--- src/rtl/seg_scan_mux.sv ---
// seg_scan_mux: time-multiplexed driver for a 4-digit common-anode
// 7-segment display.
//
// A refresh counter walks the four digits round-robin. Each digit slot
// is DIGIT_CYCLES clocks long. The first BLANK_CYCLES clocks of a slot
// keep every anode off, so the cathodes can settle without ghosting
// into the neighbouring digit. The display value, enables and decimal
// points are captured once per frame, when the digit index wraps 3->0,
// so a frame is never torn by input changes part-way through.
//
// All board-facing outputs are registered. They lag the (cnt, idx)
// scan position by one clock.
//
// Optional feature macro: SEG_LEADING_ZERO_BLANK_EN
//   defined   - digit k (k=3..1) goes dark when the snapshot nibbles
//               k..3 are all zero. Digit 0 is never suppressed.
//   undefined - leading zeros show as "0", subject to digit_en only.

module seg_scan_mux #(
  parameter int DIGIT_CYCLES = 100000,
  parameter int BLANK_CYCLES = 1000
) (
  input  logic        clk,
  input  logic        rst_n,
  input  logic [15:0] value,
  input  logic [3:0]  digit_en,
  input  logic [3:0]  dp_in,
  output logic [6:0]  seg,
  output logic        dp,
  output logic [3:0]  an,
  output logic        frame_tick
);

  // Slot counter sizing. DIGIT_CYCLES >= 2 keeps the width at 1 or more.
  localparam int CNT_W = $clog2(DIGIT_CYCLES);
  localparam logic [CNT_W-1:0] CNT_LAST  = CNT_W'(DIGIT_CYCLES - 1);
  localparam logic [CNT_W-1:0] BLANK_END = CNT_W'(BLANK_CYCLES);

  // Idle patterns for the active-low pins.
  localparam logic [3:0] AN_OFF  = 4'b1111;
  localparam logic [6:0] SEG_OFF = 7'b1111111;

  // ------------------------------------------------------------------
  // Hex nibble to active-low cathode pattern, seg[0]=a .. seg[6]=g.
  // ------------------------------------------------------------------
  function automatic logic [6:0] hex_to_seg(input logic [3:0] nib);
    logic [6:0] s;
    case (nib)
      4'h0:    s = 7'b1000000;
      4'h1:    s = 7'b1111001;
      4'h2:    s = 7'b0100100;
      4'h3:    s = 7'b0110000;
      4'h4:    s = 7'b0011001;
      4'h5:    s = 7'b0010010;
      4'h6:    s = 7'b0000010;
      4'h7:    s = 7'b1111000;
      4'h8:    s = 7'b0000000;
      4'h9:    s = 7'b0010000;
      4'hA:    s = 7'b0001000;
      4'hB:    s = 7'b0000011;
      4'hC:    s = 7'b1000110;
      4'hD:    s = 7'b0100001;
      4'hE:    s = 7'b0000110;
      4'hF:    s = 7'b0001110;
      default: s = SEG_OFF;
    endcase
    return s;
  endfunction

  // ------------------------------------------------------------------
  // Effective per-digit enable, taken from the frame snapshot.
  // With leading-zero blanking, a digit is dark when it and every
  // more-significant nibble are zero. Digit 0 always follows digit_en.
  // ------------------------------------------------------------------
  function automatic logic [3:0] effective_en(input logic [15:0] v,
                                              input logic [3:0]  en);
    logic [3:0] e;
`ifdef SEG_LEADING_ZERO_BLANK_EN
    e[0] = en[0];
    e[1] = en[1] & (v[15:4]  != 12'h000);
    e[2] = en[2] & (v[15:8]  != 8'h00);
    e[3] = en[3] & (v[15:12] != 4'h0);
`else
    e = en;
`endif
    return e;
  endfunction

  // ------------------------------------------------------------------
  // State
  // ------------------------------------------------------------------
  logic [CNT_W-1:0] cnt_q, cnt_d;
  logic [1:0]       idx_q, idx_d;

  logic [15:0]      val_snap_q, val_snap_d;
  logic [3:0]       en_snap_q,  en_snap_d;
  logic [3:0]       dp_snap_q,  dp_snap_d;

  logic [3:0]       an_q,  an_d;
  logic [6:0]       seg_q, seg_d;
  logic             dp_q,  dp_d;
  logic             frame_tick_q, frame_tick_d;

  // Decoded scan position and current-digit attributes.
  logic             slot_end_s;
  logic             frame_wrap_s;
  logic             blank_s;
  logic [3:0]       eff_en_s;
  logic [3:0]       nibble_s;
  logic             digit_on_s;

  // Scan position: advance cnt and move to the next digit at slot end.
  always_comb begin
    slot_end_s   = (cnt_q == CNT_LAST);
    frame_wrap_s = slot_end_s && (idx_q == 2'd3);
    if (slot_end_s) begin
      cnt_d = '0;
      idx_d = idx_q + 2'd1;
    end else begin
      cnt_d = cnt_q + CNT_W'(1);
      idx_d = idx_q;
    end
  end

  // Frame snapshot: capture inputs only on the 3->0 index wrap.
  always_comb begin
    if (frame_wrap_s) begin
      val_snap_d = value;
      en_snap_d  = digit_en;
      dp_snap_d  = dp_in;
    end else begin
      val_snap_d = val_snap_q;
      en_snap_d  = en_snap_q;
      dp_snap_d  = dp_snap_q;
    end
    frame_tick_d = frame_wrap_s;
  end

  // Digit selection: pick the phase, nibble and enable for this slot.
  always_comb begin
    blank_s    = (cnt_q < BLANK_END);
    eff_en_s   = effective_en(val_snap_q, en_snap_q);
    nibble_s   = val_snap_q[{idx_q, 2'b00} +: 4];
    digit_on_s = (!blank_s) && eff_en_s[idx_q];
  end

  // Pin pattern: one anode low only in the ACTIVE phase of an enabled digit.
  always_comb begin
    an_d  = AN_OFF;
    seg_d = SEG_OFF;
    dp_d  = 1'b1;
    if (digit_on_s) begin
      an_d  = ~(4'b0001 << idx_q);
      seg_d = hex_to_seg(nibble_s);
      dp_d  = ~dp_snap_q[idx_q];
    end else begin
      an_d  = AN_OFF;
      seg_d = SEG_OFF;
      dp_d  = 1'b1;
    end
  end

  // Scan position registers.
  always_ff @(posedge clk or negedge rst_n) begin
    if (!rst_n) begin
      cnt_q <= '0;
      idx_q <= 2'd0;
    end else begin
      cnt_q <= cnt_d;
      idx_q <= idx_d;
    end
  end

  // Snapshot registers. They reset to zero, so the first frame is dark.
  always_ff @(posedge clk or negedge rst_n) begin
    if (!rst_n) begin
      val_snap_q <= 16'h0000;
      en_snap_q  <= 4'h0;
      dp_snap_q  <= 4'h0;
    end else begin
      val_snap_q <= val_snap_d;
      en_snap_q  <= en_snap_d;
      dp_snap_q  <= dp_snap_d;
    end
  end

  // Output registers: all pins are idle as soon as reset asserts.
  always_ff @(posedge clk or negedge rst_n) begin
    if (!rst_n) begin
      an_q         <= AN_OFF;
      seg_q        <= SEG_OFF;
      dp_q         <= 1'b1;
      frame_tick_q <= 1'b0;
    end else begin
      an_q         <= an_d;
      seg_q        <= seg_d;
      dp_q         <= dp_d;
      frame_tick_q <= frame_tick_d;
    end
  end

  assign an         = an_q;
  assign seg        = seg_q;
  assign dp         = dp_q;
  assign frame_tick = frame_tick_q;

endmodule

--- config.mk ---
export PLATFORM = sky130hd
export DESIGN_NAME = seg_scan_mux
export DESIGN_NICKNAME = d
export VERILOG_FILES = /design/src/rtl/seg_scan_mux.sv
export SDC_FILE = /design/constraint.sdc
export NUM_CORES = 1
export LEC_CHECK = 0
export ABC_AREA = 1
export ABC_CLOCK_PERIOD_IN_PS = 3000
export CORE_AREA = 2 2 73 75
export CTS_BUF_LIST = sky130_fd_sc_hd__clkbuf_4 sky130_fd_sc_hd__clkbuf_8
export DETAILED_ROUTE_END_ITERATION = 10
export DIE_AREA = 0 0 75 77
export GPL_TIMING_DRIVEN = 1
export MAX_ROUTING_LAYER = met4
export PLACE_DENSITY = 0.83
export SETUP_SLACK_MARGIN = 0.4
export SLEW_MARGIN = 20
export SYNTH_ARGS = -nofsm -noshare
export SYNTH_HDL_FRONTEND = slang
export SYNTH_SLANG_ARGS = --single-unit
--- constraint.sdc ---
create_clock -name clk -period 3 [get_ports clk]
set_clock_uncertainty 0.1 [all_clocks]
set_input_delay 0.6 -clock clk [delete_from_list [all_inputs] [get_ports clk]]
set_output_delay 0.6 -clock clk [all_outputs]
set_load 0.005 [all_outputs]
==> results.tsv, run 1 <==
metric	value	unit
DR iter-0 viols	177	
Final GP Congestion	0.910	
# DRC	0	
Final ANT Viol Nets	0	
status	finished, final reports clean	
Antenna Cells	0	
layout cells sized above 1	9.59	%
Leak	0.00166	uW
Max FO, Critical Path	15	
#FFs+latches synth	56	
Least-Margin Pin Slew	0.581	ns
sequential cell area	1420	um^2
First-pass DRT Iterations	4	
GRT overflow	0	
Longest Clk Path Bufs	2	
vias in the first global route	2415	
# IOs	39	
TritonCTS clock tree	built	
Initial Util	60.3	%
Distinct cells, synth	24	
arrival time worst endpoint	2.30	ns
H-Tree Depth	2	
Net Count, Synth	418	
Largest delay share family, worst path	flip-flops	
Rows	26	
DIE WIDTH	75	um
Tmin final	2.16	ns
Die Area	5780	um^2
total clock sinks	56	
Slew Viols, Final	0	
Fin. Hold Viols	0	
CTS Hold Bufs	0	
first-pass GRT wire length	10800	um
Worst Setup End Kind	register	
via count	2536	
Root Driver	clkbuf_8	
WP data required	3.14	ns
Critical Path Max Stage Delay	0.66	ns
GRT Util Overall	24.4	%
largest net degree at the start of global routing	34	
endpoints failing setup	0	
Port Buffer Count	38	
critical-path cell list	inv_2 -> nand2_1 -> nand3_1 -> nand2_1 -> inv_1 -> ha_1 -> inv_1 -> nand2_1 -> nand3_1 -> nand3_1	
commonest non-fill, non-tap cell in the layout	nand2_1	
Worst path depth	10	
register area share after synthesis	47.2	%
Core Region	4980	um^2
Peak supply drop	0.295	mV
drt wl/cell	12.3	um
kind of critical path	register to register	
clock slew at reported path FFs	0.10	ns
slowest CP cell	dfrtp_1	
startpoint types	register	
Warnings, synthesis	0	
Layout area overhead	17.8	%
post-DR vias/cell	5.21	
worst min-delay path category	input port to async pin	
TritonCTS Buffers	5	
initial antenna violation count	0	
Pwr Density	365	nW/um^2
Fin Setup TNS	0	ns
Syn Inst Count	381	
MaxCap Viol Count	0	
Total Wirelength	6010	um
Worst Reg-to-Reg Cells	10	
area of the multi-input gates	1370	um^2
post-synthesis cell area	3000	um^2
relative slew slack	61.3	%
post-synthesis average cell area	7.88	um^2
Fillers	420	
Total Power	1290	uW
chip height	77	um
WP buf/inv	3	
commonest cells after routing, fill and taps aside	nand2_1 (128), nor2_1 (44), dfrtp_1 (44)	
post-CTS sizing	0	
Clock Latency Late Sink	0.31	ns
Tcrit/Tclk final	72.0	%
RSZ-0062 raised after global routing	no	
postcts setup bufs	0	
Final nets	453	
HPWL after DPL	4440	um
Max Fclk	463	MHz
## path summary, 6_finish.rpt
| path | startpoint | to | slack [ns] |
|---|---|---|---|
| max | idx_q[0]$_DFFE_PN0N_ | seg[3]$_DFF_PN1_ | 0.84 |
| min | rst_n | cnt_q[13]$_DFF_PN0_ | 0.16 |
| max reg2reg | idx_q[0]$_DFFE_PN0N_ | seg[3]$_DFF_PN1_ | 0.84 |
| min reg2reg | cnt_q[0]$_DFF_PN0_ | cnt_q[0]$_DFF_PN0_ | 0.37 |
| max in group asynchronous | rst_n | dp_snap_q[1]$_DFFE_PN0P_ | 2.09 |
| min in group clk | cnt_q[0]$_DFF_PN0_ | cnt_q[0]$_DFF_PN0_ | 0.37 |
## layout make-up
class / instances / area share [%]
Clock buffer: 5 / 1.95
Clock inverter: 3 / 1.20
Timing Repair Buffer: 40 / 11.4
Multi-Input combinational cell: 273 / 38.7
Tap cell: 70 / 2.48
Inverter: 40 / 4.25
Sequential cell: 56 / 40.1
## power breakdown
part | leakage, uW | total, uW | internal (uW) | switching (uW)
registers | 0.000601 | 755 | 755 | 0
logic | 0.00100 | 48.4 | 30.0 | 18.4
clock network | 0.0000541 | 488 | 247 | 240
total | 0.00166 | 1290 | 1030 | 259
## stage by stage
stage | setup WS, ns | instances | cell area [um^2] | util (%) | hold WS [ns]
finish | 0.840 | 487 | 3530 | 71.0 | 0.162
global route | 0.661 | 487 | 3530 | 71.0 | 0.194
CTS | 0.866 | 487 | 3530 | 71.0 | 0.178
global placement | 0.966 | 479 | 3420 | 68.8 | 0.348
floorplan | 1.32 | 381 | 3000 | - | 0.204
detailed placement | 0.875 | 479 | 3420 | 68.8 | 0.358
## cells in the mapped netlist
cell / n / area [um^2]
buf_6: 2 / 22.5
nor2_8: 2 / 40.0
buf_2: 7 / 35.0
nor2_4: 1 / 11.3
o21ai_1: 1 / 5.00
clkbuf_1: 3 / 11.3
o22ai_1: 1 / 6.26
xor2_1: 6 / 52.6
inv_1: 32 / 120
nand3_2: 1 / 10.0
nand4_1: 29 / 181
o21ai_0: 6 / 30.0
nand3_1: 34 / 170
nor3_1: 2 / 10.0
dfstp_2: 12 / 315
inv_2: 8 / 30.0
ha_1: 11 / 138
nor2_1: 44 / 165
nand2_2: 3 / 18.8
a21oi_1: 1 / 5.00
nand2_1: 128 / 480
dfrtp_1: 44 / 1100
nand3_4: 2 / 35.0
nand3b_1: 1 / 7.51
## layer usage
layer / GRT usage, % / part of all wire [%] / vias to the layer above
met1: 35.0 / 47 / 1183
met5: - / 0 / -
met4: 4.64 / 0.32 / 0
met3: 4.86 / 4.5 / 2
met2: 36.3 / 48 / 71
li1: - / - / 1280
## registers in the layout, summed over array words and instances (netlist names)
register,count
cnt_q,17
dp_snap_q,4
idx_q,2
an,4
val_snap_q,16
seg,7
frame_tick,1
dp,1
eff_en_s,4
## logic make-up (layout without fill, tap and decap cells)
group	Yosys count	after routing	synth area share [%]
AO/OA/AOI/OAI	9	9	1.54
XOR/XNOR	6	6	1.75
adder cells (fa/ha/maj)	11	11	4.59
buffers and inverters	52	88	7.29
flip-flops	56	56	47.2
AND/OR/NAND/NOR	247	247	37.6
No activity file was read; power rests on OpenSTA's default activity.
==> run 2, diff against run 1 <==
--- a/config.mk
+++ b/config.mk
@@ -6,14 +6,14 @@
 export NUM_CORES = 1
 export LEC_CHECK = 0
 export ABC_AREA = 1
-export ABC_CLOCK_PERIOD_IN_PS = 3000
-export CORE_AREA = 2 2 73 75
+export ABC_CLOCK_PERIOD_IN_PS = 2150
+export CORE_AREA = 2 2 76 78
 export CTS_BUF_LIST = sky130_fd_sc_hd__clkbuf_4 sky130_fd_sc_hd__clkbuf_8
 export DETAILED_ROUTE_END_ITERATION = 10
-export DIE_AREA = 0 0 75 77
+export DIE_AREA = 0 0 78 80
 export GPL_TIMING_DRIVEN = 1
 export MAX_ROUTING_LAYER = met4
-export PLACE_DENSITY = 0.83
+export PLACE_DENSITY = 0.77
 export SETUP_SLACK_MARGIN = 0.4
 export SLEW_MARGIN = 20
 export SYNTH_ARGS = -nofsm -noshare
==> constraint.sdc (replaced) <==
create_clock -name clk -period 2.15 [get_ports clk]
set_clock_uncertainty 0.1 [all_clocks]
set_input_delay 0.43 -clock clk [delete_from_list [all_inputs] [get_ports clk]]
set_output_delay 0.43 -clock clk [all_outputs]
set_load 0.005 [all_outputs]
==> run 2 against run 1 <==
Effect of this change: die area grew 8.1%; final area up 8.0%; sequential share of layout area fell by 2.9 points; via count is 6.5% higher; setup slack got worse by 0.46 ns.
==> results.tsv, run 2 (synthesis gave the netlist of run 1 again) <==
metric	value	unit	change
commonest cells after routing, fill and taps aside	nand2_1 (114), nor2_1 (43), dfrtp_1 (42)		
post-DR vias/cell	5.33		+2.3%
fin area	3820	um^2	+8.0%
WP data required	2.26	ns	-0.88 ns
GRT overflow	0		unchanged
clock slew at reported path FFs	0.10	ns	about the same
drt wl/cell	14.0	um	+14%
First-pass DRT Iterations	4		unchanged
Least-Margin Pin Slew	0.352	ns	-0.229 ns
chip height	80	um	+3.9%
endpoints failing setup	0		unchanged
most frequent CP cell	nand2_1		
TritonCTS clock tree	built		
number of flip-flops in the largest register	17		unchanged
kind of critical path	register to register		
reg2reg setup slack	0.38	ns	-0.46 ns
Critical path destination	val_snap_q[14]$_DFFE_PN0P_		
Tcrit/Tclk final	82.5	%	+10 points
RR Startpoint	cnt_q[0]$_DFF_PN0_		
Leak	0.00172	uW	+3.6%
Final GP Congestion	0.996		+9.4%
non-filler cells in the finished layout	507		+4.1%
RSZ-0062 raised after global routing	yes		
largest register by flop count	cnt_q		
Initial Util	55.5	%	-4.8 points
MaxCap Viol Count	0		unchanged
# DRC	0		unchanged
Layout area overhead	27.2	%	
HPWL after DPL	4500	um	+1.3%
Peak supply drop	0.281	mV	-4.6%
Antenna Cells	0		unchanged
DR iter-0 viols	176		-0.56%
via count	2701		+6.5%
startpoint types	register		
Clock Latency Late Sink	0.31	ns	about the same
Slew Viols, Final	0		unchanged
total clock sinks	56		unchanged
Final nets	471		+4.0%
Core Region	5410	um^2	+8.6%
# IOs	39		unchanged
Critical Path Max Stage Delay	0.39	ns	-0.27 ns
Pwr Density	446	nW/um^2	+22%
Root Driver	clkbuf_8		
Tmin final	1.77	ns	-0.387 ns
initial antenna violation count	0		unchanged
Worst Reg-to-Reg Cells	9		-1
Fillers	443		+5.5%
slowest CP cell	dfrtp_1		
Port Buffer Count	38		unchanged
worst min-delay path category	input port to async pin		
GRT Util Overall	22.8	%	-1.6 points
Rows	27		+3.8%
critical-path cell list	ha_2 -> nand2_2 -> nor2_4 -> inv_2 -> nor2_8 -> buf_12 -> nand3_4 -> nand2_1 -> nand2_1		
CTS Hold Bufs	0		unchanged
sequential cell area	1420	um^2	+0.18%
area of the multi-input gates	1520	um^2	+11%
Max FO, Critical Path	6		-9
TritonCTS Buffers	5		unchanged
Fin Setup TNS	0	ns	unchanged
reg2reg end	val_snap_q[14]$_DFFE_PN0P_		
Die Area	6240	um^2	+8.1%
first-pass GRT wire length	10800	um	unchanged
Total Wirelength	7110	um	+18%
Longest Clk Path Bufs	2		unchanged
Hold WS	0.00187	ns	-0.160 ns
Final ANT Viol Nets	0		unchanged
Placed Area	3450	um^2	+0.73%
Worst Setup End Kind	register		
status	finished, final reports clean		
Fin. Hold Viols	0		unchanged
relative slew slack	76.5	%	+15 points
layout cells sized above 1	20.0	%	+10 points
arrival time worst endpoint	1.88	ns	-0.42 ns
largest net degree at the start of global routing	57		+68%
Placed Instances	484		+1.0%
Max Fclk	564	MHz	+22%
commonest non-fill, non-tap cell in the layout	nand2_1		
vias in the first global route	2295		-5.0%
H-Tree Depth	2		unchanged
CP Launch Point	cnt_q[0]$_DFF_PN0_		
DIE WIDTH	78	um	+4.0%
[run 2: power by group]
| part | switching [uW] | internal (uW) |
|---|---|---|
| Combinational | 25.8 | 42.0 |
| Clock | 325 | 255 |
| Sequential | 0 | 1050 |
| Total | 350 | 1350 |
[run 2: routing by layer]
layer,part of all wire [%],global-route usage [%],routed length [um],vias to the layer above
li1,-,-,-,1325
met1,43,30.4,3080,1255
met2,48,34.6,3390,100
met3,5.8,4.52,413,21
met4,3.1,8.60,223,0
met5,0,-,0,-
[run 2: worst min path at each step]
stage / end / depth (start not counted) / slack [ns] / start
6_report: eff_en_s[3]$_DFFE_PN0P_ / 2 / 0.002 / rst_n
5_1_grt: cnt_q[7]$_DFF_PN0_ / 2 / 0.02 / rst_n
4_1_cts: cnt_q[11]$_DFF_PN0_ / 2 / 0.01 / rst_n
3_5_place_dp: cnt_q[12]$_DFF_PN0_ / 2 / 0.35 / rst_n
3_3_place_gp: cnt_q[0]$_DFF_PN0_ / 1 / 0.34 / cnt_q[0]$_DFF_PN0_
2_1_floorplan: cnt_q[0]$_DFF_PN0_ / 0 / 0.03 / rst_n
[run 2: through the flow]
stage	setup slack, ns	util (%)	total power, uW
global placement	0.397	63.8	1140
floorplan	0.467	-	1070
detailed placement	0.307	63.8	1140
global route	0.300	70.6	1780
CTS	0.391	65.3	1720
finish	0.376	70.6	1700
[run 2: cell type report]
cell class	count	area share, %
timing repair buffer	54	14.0
multi-input combinational	276	39.8
tap	72	2.36
timing repair inverter	1	0.131
clock inverter	1	0.131
clock buffer	7	2.20
inverter	40	4.20
sequential	56	37.2
[run 2: worst max-delay path: cells and delay by family, from the launching register on]
| family | cells | cell delay, ns |
|---|---|---|
| adders and majority gates | 1 | 0.21 |
| buffers and inverters | 2 | 0.23 |
| DFF | 1 | 0.39 |
| and+or+nand+nor | 6 | 0.73 |
[run 2: timing repair]
action	4_1_cts	5_1_grt
pin swaps	0	11
buffers inserted	0	10
cloned	0	5
gates resized for setup	16	40
setup endpoints to repair	22	39
==> run 3, diff against run 2 <==
--- a/config.mk
+++ b/config.mk
@@ -6,14 +6,14 @@
 export NUM_CORES = 1
 export LEC_CHECK = 0
 export ABC_AREA = 1
-export ABC_CLOCK_PERIOD_IN_PS = 2150
-export CORE_AREA = 2 2 76 78
+export ABC_CLOCK_PERIOD_IN_PS = 1400
+export CORE_AREA = 2 2 79 81
 export CTS_BUF_LIST = sky130_fd_sc_hd__clkbuf_4 sky130_fd_sc_hd__clkbuf_8
 export DETAILED_ROUTE_END_ITERATION = 10
-export DIE_AREA = 0 0 78 80
+export DIE_AREA = 0 0 81 83
 export GPL_TIMING_DRIVEN = 1
 export MAX_ROUTING_LAYER = met4
-export PLACE_DENSITY = 0.77
+export PLACE_DENSITY = 0.75
 export SETUP_SLACK_MARGIN = 0.4
 export SLEW_MARGIN = 20
 export SYNTH_ARGS = -nofsm -noshare
==> constraint.sdc (replaced) <==
create_clock -name clk -period 1.4 [get_ports clk]
set_clock_uncertainty 0.1 [all_clocks]
set_input_delay 0.28 -clock clk [delete_from_list [all_inputs] [get_ports clk]]
set_output_delay 0.28 -clock clk [all_outputs]
set_load 0.005 [all_outputs]
==> run 3 against run 2 <==
Effect of this change: the run now ends with negative hold slack, negative setup slack left; sequential share of layout area down 6.6 points; core utilization up 9.2 points; sequential power rose by 54%; via count grew 18%; non-clock buffer count increased by 57; die area up 7.7%; clock power rose by 93%.
==> results.tsv, run 3 (synthesis gave the netlist of run 1 again) <==
metric	value	unit	change
Final nets	527		+12%
Rows	28		+3.7%
sequential cell area	1420	um^2	unchanged
Max Fclk	596	MHz	+5.6%
total clock sinks	56		unchanged
clock slew at reported path FFs	0.11	ns	about the same
Fin. Hold Viols	11		+11
Seq pwr share	56.7	%	-5.2 points
Final GP Congestion	0.893		-10%
vias in the first global route	2911		+27%
Total Wirelength	10100	um	+42%
RR Startpoint	idx_q[0]$_DFFE_PN0N_		
status	complete, but fails checks		
Clock Latency Late Sink	0.32	ns	about the same
Hold WS	-0.231	ns	-0.233 ns
switching power as a share of total power	21.2	%	+0.58 points
post-route setup slack	-0.279	ns	-0.655 ns
area of the multi-input gates	1850	um^2	+21%
Tmin final	1.68	ns	-0.0948 ns
Fin Setup TNS	-10.19	ns	-10.19 ns
Initial Util	51.6	%	-3.9 points
GRT overflow	0		unchanged
Fillers	348		-21%
MaxCap Viol Count	0		unchanged
failing checks	negative hold slack, negative setup slack		
Total Power	2850	uW	+68%
largest register by flop count	cnt_q		
RSZ-0062 raised after global routing	yes		
combinational share of power	4.0	%	about the same
Pwr Density	615	nW/um^2	+38%
number of flip-flops in the largest register	17		unchanged
first-pass GRT wire length	13300	um	+24%
Final ANT Viol Nets	0		unchanged
initial antenna violation count	0		unchanged
# DRC	0		unchanged
largest net degree at the start of global routing	28		-51%
First-pass DRT Iterations	5		+1
commonest non-fill, non-tap cell in the layout	nand2_1		
arrival time worst endpoint	1.84	ns	-0.04 ns
startpoint types	register		
Antenna Cells	0		unchanged
post-DR vias/cell	5.65		+6.1%
Worst Setup End Kind	register		
Leak	0.00210	uW	+22%
drt wl/cell	17.8	um	+27%
worst min-delay path category	input port to async pin		
P_sw	604	uW	+73%
reg2reg end	seg[1]$_DFF_PN1_		
reg2reg setup slack	-0.28	ns	-0.66 ns
Core Region	5820	um^2	+7.6%
Tcrit/Tclk final	120	%	+37 points
DIE WIDTH	81	um	+3.8%
Root Driver	clkbuf_8		
TritonCTS clock tree	built		
GRT Util Overall	26.1	%	+3.3 points
HPWL after DPL	5220	um	+16%
Longest Clk Path Bufs	2		unchanged
layout cells sized above 1	44.0	%	+24 points
TritonCTS Buffers	5		unchanged
kind of critical path	register to register		
Layout area overhead	54.7	%	
Slew Viols, Final	0		unchanged
H-Tree Depth	2		unchanged
Die Area	6720	um^2	+7.7%
fin area	4640	um^2	+22%
power share of the clock group	39.3	%	+5.2 points
Least-Margin Pin Slew	0.398	ns	+0.0463 ns
endpoints failing setup	53		+53
chip height	83	um	+3.8%
Placed Area	3900	um^2	+13%
internal power	2250	uW	+67%
commonest cells after routing, fill and taps aside	nand2_1 (92), buf_4 (54), dfrtp_1 (42)		
DR iter-0 viols	259		+47%
via count	3199		+18%
WP data required	1.56	ns	-0.70 ns
Worst Reg-to-Reg Cells	10		+1
Max FO, Critical Path	7		+1
Port Buffer Count	38		unchanged
relative slew slack	73.5	%	-3.0 points
# IOs	39		unchanged
Peak supply drop	0.512	mV	+82%
[run 3: cell types whose count changed in the layout (fill, tap and decap cells not counted), moves of 4 or more]
cell           previous run  this run
buf_2                     2        13
buf_4                     9        54
buf_6                     2        14
dlygate4sd2_1            12         0
ha_4                      2         7
nand2_1                 114        92
nand2_2                  15        30
nand2_4                   2         8
nand3_1                  30         8
nand3_2                   5        22
nand3_4                   5         9
nor2_1                   43        35
nor2_2                    1         8
[run 3: worst max path at each step]
stage	startpoint	depth (start not counted)	to	slack (ns)
2_1_floorplan	idx_q[0]$_DFFE_PN0N_	10	seg[1]$_DFF_PN1_	-0.16
3_3_place_gp	idx_q[0]$_DFFE_PN0N_	10	seg[0]$_DFF_PN1_	-0.24
3_5_place_dp	idx_q[0]$_DFFE_PN0N_	10	seg[0]$_DFF_PN1_	-0.24
4_1_cts	cnt_q[1]$_DFF_PN0_	8	eff_en_s[2]$_DFFE_PN0P_	-0.15
5_1_grt	cnt_q[0]$_DFF_PN0_	8	val_snap_q[1]$_DFFE_PN0P_	-0.37
6_report	idx_q[0]$_DFFE_PN0N_	10	seg[1]$_DFF_PN1_	-0.28
[run 3: routing by layer]
| layer | part of all wire [%] | vias up | global-route usage, % | wire length (um) |
|---|---|---|---|---|
| li1 | - | 1439 | - | - |
| met1 | 38 | 1555 | 32.8 | 3810 |
| met2 | 52 | 164 | 42.6 | 5300 |
| met3 | 5.6 | 41 | 4.35 | 566 |
| met4 | 4.2 | 0 | 8.32 | 419 |
| met5 | 0 | - | - | 0 |
[run 3: critical path, cell delays in order (launching register included)]
cell      delay (ns)
dfrtp_2         0.46
clkinv_4        0.14
buf_6           0.15
nand2_2         0.06
nand3_2         0.11
nand2_4         0.14
buf_12          0.13
inv_2           0.06
nor2_1          0.15
nor2_1          0.06
nand2_1         0.05
[run 3: layout make-up]
type,count,area share [%]
clock buffers,6,1.64
clock inverters,2,0.835
inverters,40,3.66
multi-input cells,275,39.7
flip-flops and latches,56,30.6
well taps,75,2.02
repair buffers,111,21.4
repair inverters,1,0.135
[run 3: power groups by stage]
| stage | combinational [uW] | sequential, uW | clock (uW) |
|---|---|---|---|
| 2_1_floorplan | 0.00547 | 1650 | 0 |
| 3_3_place_gp | 112 | 1650 | 0 |
| 3_5_place_dp | 115 | 1650 | 0 |
| 4_1_cts | 115 | 1620 | 1130 |
| 5_1_grt | 126 | 1620 | 1200 |
| 6_report | 113 | 1620 | 1120 |
[run 3: what timing repair did]
action | CTS | global route
setup endpoints to repair | 69 | 69
pin swaps | 21 | 41
endpoints found under the hold margin | 11 | 11
buffers inserted | 10 | 10
gates cloned | 1 | 3
resized for setup | 103 | 74
[run 3: metrics by stage]
step | cells | util (%) | setup slack (ns)
floorplan | 381 | - | -0.160
global placement | 534 | 67.0 | -0.237
detailed placement | 534 | 67.0 | -0.239
CTS | 553 | 72.7 | -0.149
global route | 566 | 79.8 | -0.368
finish | 566 | 79.8 | -0.279
